`src/rtl/uart_cmd_decoder.sv`:
```
// Host command frame decoder. Parses 4-byte frames (A5, CMD, ARG, CSUM) from the
// UART receive path and drives the trace configuration registers and status outputs.
module uart_cmd_decoder #(
  parameter int unsigned TIMEOUT_CYCLES = 480000,
  parameter logic [2:0]  DEFAULT_WIDTH  = 3'd4
) (
  input  logic       clk,
  input  logic       rst,
  input  logic       received,
  input  logic [7:0] rx_byte,
  input  logic       recv_error,
  output logic [2:0] width,
  output logic       trace_en,
  output logic       cmd_ok,
  output logic       cmd_err,
  output logic [7:0] err_count,
  output logic       busy
);

  localparam int unsigned CntW = (TIMEOUT_CYCLES > 2) ? $clog2(TIMEOUT_CYCLES) : 1;
  localparam logic [CntW-1:0] CntLast = CntW'(TIMEOUT_CYCLES - 1);

  typedef enum logic [1:0] {StIdle, StCmd, StArg, StCsum} state_e;

  state_e          state;
  logic [7:0]      cmdByte;
  logic [7:0]      argByte;
  logic [CntW-1:0] timeoutCnt;
  logic            cmdValid;
  logic            execOk;

  function automatic logic [7:0] satInc(input logic [7:0] v);
    return (v == 8'hFF) ? v : v + 8'd1;
  endfunction

  // Frame verdict for the byte currently on rx_byte, used only in the CSUM state.
  always_comb begin
    cmdValid = 1'b0;
    case (cmdByte)
      8'h01:   cmdValid = (argByte == 8'd1) || (argByte == 8'd2) || (argByte == 8'd4);
      8'h02:   cmdValid = (argByte == 8'd0) || (argByte == 8'd1);
      8'h03:   cmdValid = 1'b1;
      default: cmdValid = 1'b0;
    endcase
    execOk = cmdValid && (rx_byte == (cmdByte ^ argByte));
  end

  // Parser FSM with registered config, status pulses, error counter and timeout.
  always_ff @(posedge clk or negedge rst) begin
    if (!rst) begin
      state      <= StIdle;
      cmdByte    <= 8'h00;
      argByte    <= 8'h00;
      timeoutCnt <= '0;
      width      <= DEFAULT_WIDTH;
      trace_en   <= 1'b0;
      cmd_ok     <= 1'b0;
      cmd_err    <= 1'b0;
      err_count  <= 8'h00;
      busy       <= 1'b0;
    end else begin
      cmd_ok  <= 1'b0;
      cmd_err <= 1'b0;
      if (state == StIdle) begin
        timeoutCnt <= '0;
        // Non-header bytes and framing errors are dropped silently while idle.
        if (received && !recv_error && rx_byte == 8'hA5) begin
          state <= StCmd;
          busy  <= 1'b1;
        end
      end else if (recv_error) begin
        state      <= StIdle;
        busy       <= 1'b0;
        timeoutCnt <= '0;
        cmd_err    <= 1'b1;
        err_count  <= satInc(err_count);
      end else if (received) begin
        // A byte on the expiry cycle takes priority over the timeout.
        timeoutCnt <= '0;
        unique case (state)
          StCmd: begin
            cmdByte <= rx_byte;
            state   <= StArg;
          end
          StArg: begin
            argByte <= rx_byte;
            state   <= StCsum;
          end
          StCsum: begin
            state <= StIdle;
            busy  <= 1'b0;
            if (execOk) begin
              cmd_ok <= 1'b1;
              case (cmdByte)
                8'h01:   width     <= argByte[2:0];
                8'h02:   trace_en  <= argByte[0];
                8'h03:   err_count <= 8'h00;
                default: ;
              endcase
            end else begin
              cmd_err   <= 1'b1;
              err_count <= satInc(err_count);
            end
          end
          default: state <= StIdle;
        endcase
      end else if (timeoutCnt == CntLast) begin
        state      <= StIdle;
        busy       <= 1'b0;
        timeoutCnt <= '0;
        cmd_err    <= 1'b1;
        err_count  <= satInc(err_count);
      end else begin
        timeoutCnt <= timeoutCnt + CntW'(1);
      end
    end
  end

endmodule

```
`config.mk`:
```
export PLATFORM = sky130hd
export DESIGN_NAME = uart_cmd_decoder
export DESIGN_NICKNAME = d
export VERILOG_FILES = /design/src/rtl/uart_cmd_decoder.sv
export SDC_FILE = /design/constraint.sdc
export NUM_CORES = 1
export LEC_CHECK = 0
export CAP_MARGIN = 5
export CORE_MARGIN = 2
export CORE_UTILIZATION = 55
export DETAILED_ROUTE_END_ITERATION = 8
export PLACE_DENSITY = 0.78
export SLEW_MARGIN = 25
export SYNTH_ARGS = -nofsm -noshare
export SYNTH_HDL_FRONTEND = slang
export SYNTH_SLANG_ARGS = --single-unit
export TNS_END_PERCENT = 20
```
`constraint.sdc`:
```
create_clock -name clk -period 4.67 [get_ports clk]
set_clock_uncertainty 0.15 [all_clocks]
set_input_delay 0.467 -clock clk [delete_from_list [all_inputs] [get_ports clk]]
set_output_delay 0.467 -clock clk [all_outputs]
set_load 0.02 [all_outputs]
```
# Word-level counts from Yosys, hierarchy flattened
# Index checks and enable logic that the tools add are counted.
# Widths: inputs -> output; s select.
# totals
regBits	52
latch_bits	0
ramBits	0
rom_bits	0
in_bits	12
out_inout_bits	15
memories	0
# classes
n_addsub	2
mul	0
div	0
magnitude_cmp	0
eq_ne	17
shift	0
n_mux	35
n_bitwise	3
n_reduce_logical	18
# op_table
op	n
$mux 19	4
$mux 8	7
$eq 8x2->1 const B	3
$add 19x1->19 const B	1
$eq 19x19->1 const B	1
$mux 1	17
$eq 8x1->1 const B	2
$eq 8x8->1 const B	2
$reduce_and 4->1	3
$reduce_and 6->1	2
$mux 2	5
$add 8x1->8 const B	1
$eq 8x3->1 const B	1
$eq 8x8->1	1
$logic_not 8->1	1
$xor 8x8->8	1
$eq 2x2->1 const B	2
$ne 4x1->1 const B	1
$ne 4x3->1 const B	1
$pmux 2 s2	1
$reduce_bool 4->1	1
$logic_and 1x1->1	3
$logic_or 1x1->1	3
$ne 3x1->1 const B	1
other kinds (9)	10

# Logic depth before layout (Yosys ltp)
# depth
ltp_word	10
depth_mapped	8
depth_no_buf	7

# Worst setup path after synthesis
# No wires, ideal clock.
# synth_path
path_kind	flip-flop to flip-flop
startpoint	reg cmdByte[0]
endpoint	reg trace_en
setup_ns	0.128
t_arrival_ns	1.850
t_required_ns	4.392
path_slack_ns	2.542
stages_incl_launch_ff	7
path_buffers	0
period_less_slack_ns	2.128
path_cell_list	dfrtp_1 xnor3_1 nand4_2 nor3_4 o21ai_2 nor4_2 mux2_1
# synth_between
elab_chain_cells	4
elab_cells_between_ends	8
# synth_rtl
item	line_no	rtl
from (decl)	26	logic [7:0] cmdByte;
from (signal assigned)	82	cmdByte <= rx_byte;
$eq 8x2->1, or another cell as far along	39	case (cmdByte)
$pmux 1 s3 or $eq 8x8->1 (tied branches)	39, 45	
$logic_and 1x1->1	45	execOk = cmdValid && (rx_byte == (cmdByte ^ argByte));
$reduce_and 6->1 (no line) *	n/a	
to (signal assigned)	96	8'h02: trace_en <= argByte[0];
to (decl)	13	output logic trace_en,
# Every way passes the cells marked *; elsewhere a longest branch is shown, timed or not.
# A chain may end at the register's enable or synchronous reset.

# Final worst setup path
# layout_path
startpoint	reg timeoutCnt[0]
endpoint	reg err_count[0]
# layout_between
elab_chain_cells	3
# layout_rtl
item	line_no	rtl
from (decl)	28	logic [CntW-1:0] timeoutCnt;
from (signal assigned)	114	timeoutCnt <= timeoutCnt + CntW'(1);
$eq 19x19->1	107	end else if (timeoutCnt == CntLast) begin
$reduce_bool 3->1 (no line)	n/a	
$reduce_and 4->1 (no line)	n/a	
to (signal assigned)	76	err_count <= satInc(err_count);
to (signal assigned)	102	err_count <= satInc(err_count);
to (signal assigned)	112	err_count <= satInc(err_count);
to (decl)	16	output logic [7:0] err_count,
# Every way passes these cells.

==> impl_metrics.py <==
metrics = {
    "run_status": {
        "status": "finished clean",
    },
    "timing": {
        "hold_violations": 0,
        "fin_tns_setup_ns": 0,
        "max_freq_mhz": 415,
        "fin_crit_ns": 2.41,
        "tightest_slew_ns": 0.760,
        "rsz0062_at_grt": "false",
        "finalCritPeriodShare_pct": 51.6,
        "drv_slew": 0,
        "slew_headroom_pct": 49.1,
        "setup_violations": 0,
    },
    "yosys": {
        "async_flop_share_pct": 100,
        "synth_common_cells": "51 x dfrtp_1, 35 x nor2_1, 16 x nand2_1",
        "synth_top_area_cell": "dfrtp_1",
        "ys_top_cells_by_area": "dfrtp_1 45%, nor2_1 4.6%, mux2_1 4.4%",
        "synth-edff-count": 0,
        "yosysSeqAreaShare_pct": 45.9,
        "synth_top_area_share_pct": 45.0,
        "synthesis.area_sq_um": 2840,
        "synth.most_common_cell": "dfrtp_1",
        "syn_inst": 256,
        "synth_fp_nets": 274,
        "synth_cell_types": 53,
        "synth_ff_type": "dfrtp_1",
        "ys_warn_count": 0,
        "syn_avg_cell_area_sq_um": 11.1,
        "synth_seq_cells": 52,
    },
    "floorplanning": {
        "start_util_pct": 56.3,
        "chipWidth_um": 75.8,
        "fp.coreArea_sq_um": 5040,
        "die-area_sq_um": 5750,
        "die_h_um": 75.8,
        "placementRows": 26,
        "pin_count": 27,
    },
    "cts": {
        "cts_resized": 0,
        "path_clk_slew_ns": 0.09,
        "cts_buffer_depth": 2,
        "numCtsBuffers": 5,
        "cts_root_buf": "clkbuf_8",
        "numClockSinks": 52,
        "cts_max_level": 2,
        "postCtsHoldBufs": 0,
        "cts_tree": "done",
        "post_cts_buffers": 0,
        "clock_latency_ns": 0.30,
    },
    "critical_path": {
        "start_kind": "flop",
        "crit_arrival_ns": 2.46,
        "crit_path_end_kind": "flop",
        "crit_fanout": 5,
        "crit_type": "reg2reg",
        "critPathRequiredTime_ns": 4.72,
    },
    "placement": {
        "gp_congestion": 0.913,
        "port_buffers": 26,
        "dpl_cell_area_sq_um": 3180,
        "post-dp-hpwl_mm": 3.77,
    },
    "cells_and_area": {
        "design_area_sq_um": 3280,
        "nets": 305,
        "area_growth_syn_to_layout_pct": 15.7,
        "drive_gt1_share_pct": 12.5,
        "n_antenna_cell": 0,
    },
    "route": {
        "routed_wl_mm": 5.32,
        "routedWlPerCell_um": 14.9,
        "antenna_left": 0,
        "drt_pass1_iterations": 4,
        "vias_per_cell": 5.65,
        "drc": 0,
        "drt_iter0_drc": 104,
        "vias": 2023,
    },
    "global_route": {
        "antenna_found_initial": 0,
        "grt_pass1_vias": 1941,
        "grt_max_degree": 53,
        "grt_pass1_wl_mm": 8.89,
        "grtUsageTotal_pct": 20.4,
        "grt.overflow.total": 0,
    },
    "run": {
        "cap_violations": 0,
    },
    "pwr": {
        "p_per_area_nw_per_um2": 449,
        "vdd_drop_max_uv": 272,
        "p_leak_uw": 0.00138,
    },
    "hold_path": {
        "hp-class": "in2async",
    },
}
[power by group]
part	total (uW)	internal (uW)	switching, uW
clock network	304	159	144
registers	615	526	88.5
logic	555	281	275
[final cells by class]
class / instances / area [sq um]
flip-flops and latches: 52 / 1300
repair buffers: 28 / 270
clock buffers: 6 / 72.6
inverters: 8 / 30.0
fillers: 407 / 1760
well taps: 70 / 87.6
multi-input cells: 192 / 1490
clock inverters: 2 / 35.0
[final timing paths]
check,startpoint,to,slack (ns),cells past startpoint
worst max register to register,timeoutCnt[0],err_count[0],2.26,7
worst min-delay path,rst,width[1],0.11,2
max in group asynchronous,rst,argByte[5],3.81,2
worst min register to register,timeoutCnt[0],timeoutCnt[0],0.34,1
min in group clk,timeoutCnt[0],timeoutCnt[0],0.34,1
worst max-delay path,timeoutCnt[0],err_count[0],2.26,7
[state kept, by name, indices dropped and copies added, names as in the netlist]
| register | cells |
|---|---|
| state | 2 |
| cmd_err | 1 |
| timeoutCnt | 19 |
| cmd_ok | 1 |
| cmdByte | 8 |
| argByte | 8 |
| trace_en | 1 |
| err_count | 8 |
| busy | 1 |
| width | 3 |
[per-layer routing]
layer / part of all wire [%] / vias up / track usage [%] / wire length, um
li1: - / 984 / - / -
met1: 49 / 994 / 28.6 / 2610
met2: 46 / 38 / 32.2 / 2440
met3: 3.9 / 7 / 3.31 / 205
met4: 1.4 / 0 / 7.02 / 72
met5: 0 / - / 0 / 0
[cell usage in the layout, fill, tap and decap left out, types with 8 or more instances in the layout]
cell type / n
mux2_2: 9
nand3_1: 10
inv_1: 8
xor2_1: 9
dfrtp_1: 51
mux2_1: 11
nor2_1: 35
nand2_1: 16
clkdlybuf4s50_1: 25
xnor2_1: 9
[logic make-up after synthesis]
kind of cell | Yosys count | synth area share, %
simple gates | 113 | 22.7
flops | 52 | 45.9
compound gates | 27 | 7.01
xor+xnor | 26 | 12.1
mux | 20 | 7.94
buf+inv | 12 | 1.72
fa+ha+maj | 6 | 2.65
[per-stage QoR]
step | utilization [%] | hold slack, ns | setup slack, ns | instances | total power (uW)
3_5_place_dp | 63.0 | 0.327 | 1.98 | 350 | 1170
2_1_floorplan | - | 0.0214 | 2.54 | 256 | 1010
4_1_cts | 65.1 | 0.146 | 2.27 | 358 | 1480
3_3_place_gp | 63.0 | 0.322 | 2.05 | 350 | 1160
5_1_grt | 65.1 | 0.172 | 1.98 | 358 | 1560
6_report | 65.1 | 0.114 | 2.26 | 358 | 1470
[worst max-delay path: stages (launching register included)]
cell and delay [ns]:
dfrtp_1 0.39, ha_1 0.21, nand3_2 0.14, nor3_2 0.29, a31oi_1 0.25, a211oi_1 0.45
o21ai_1 0.16, a22o_1 0.26
No activity file was read; power rests on OpenSTA's default activity.
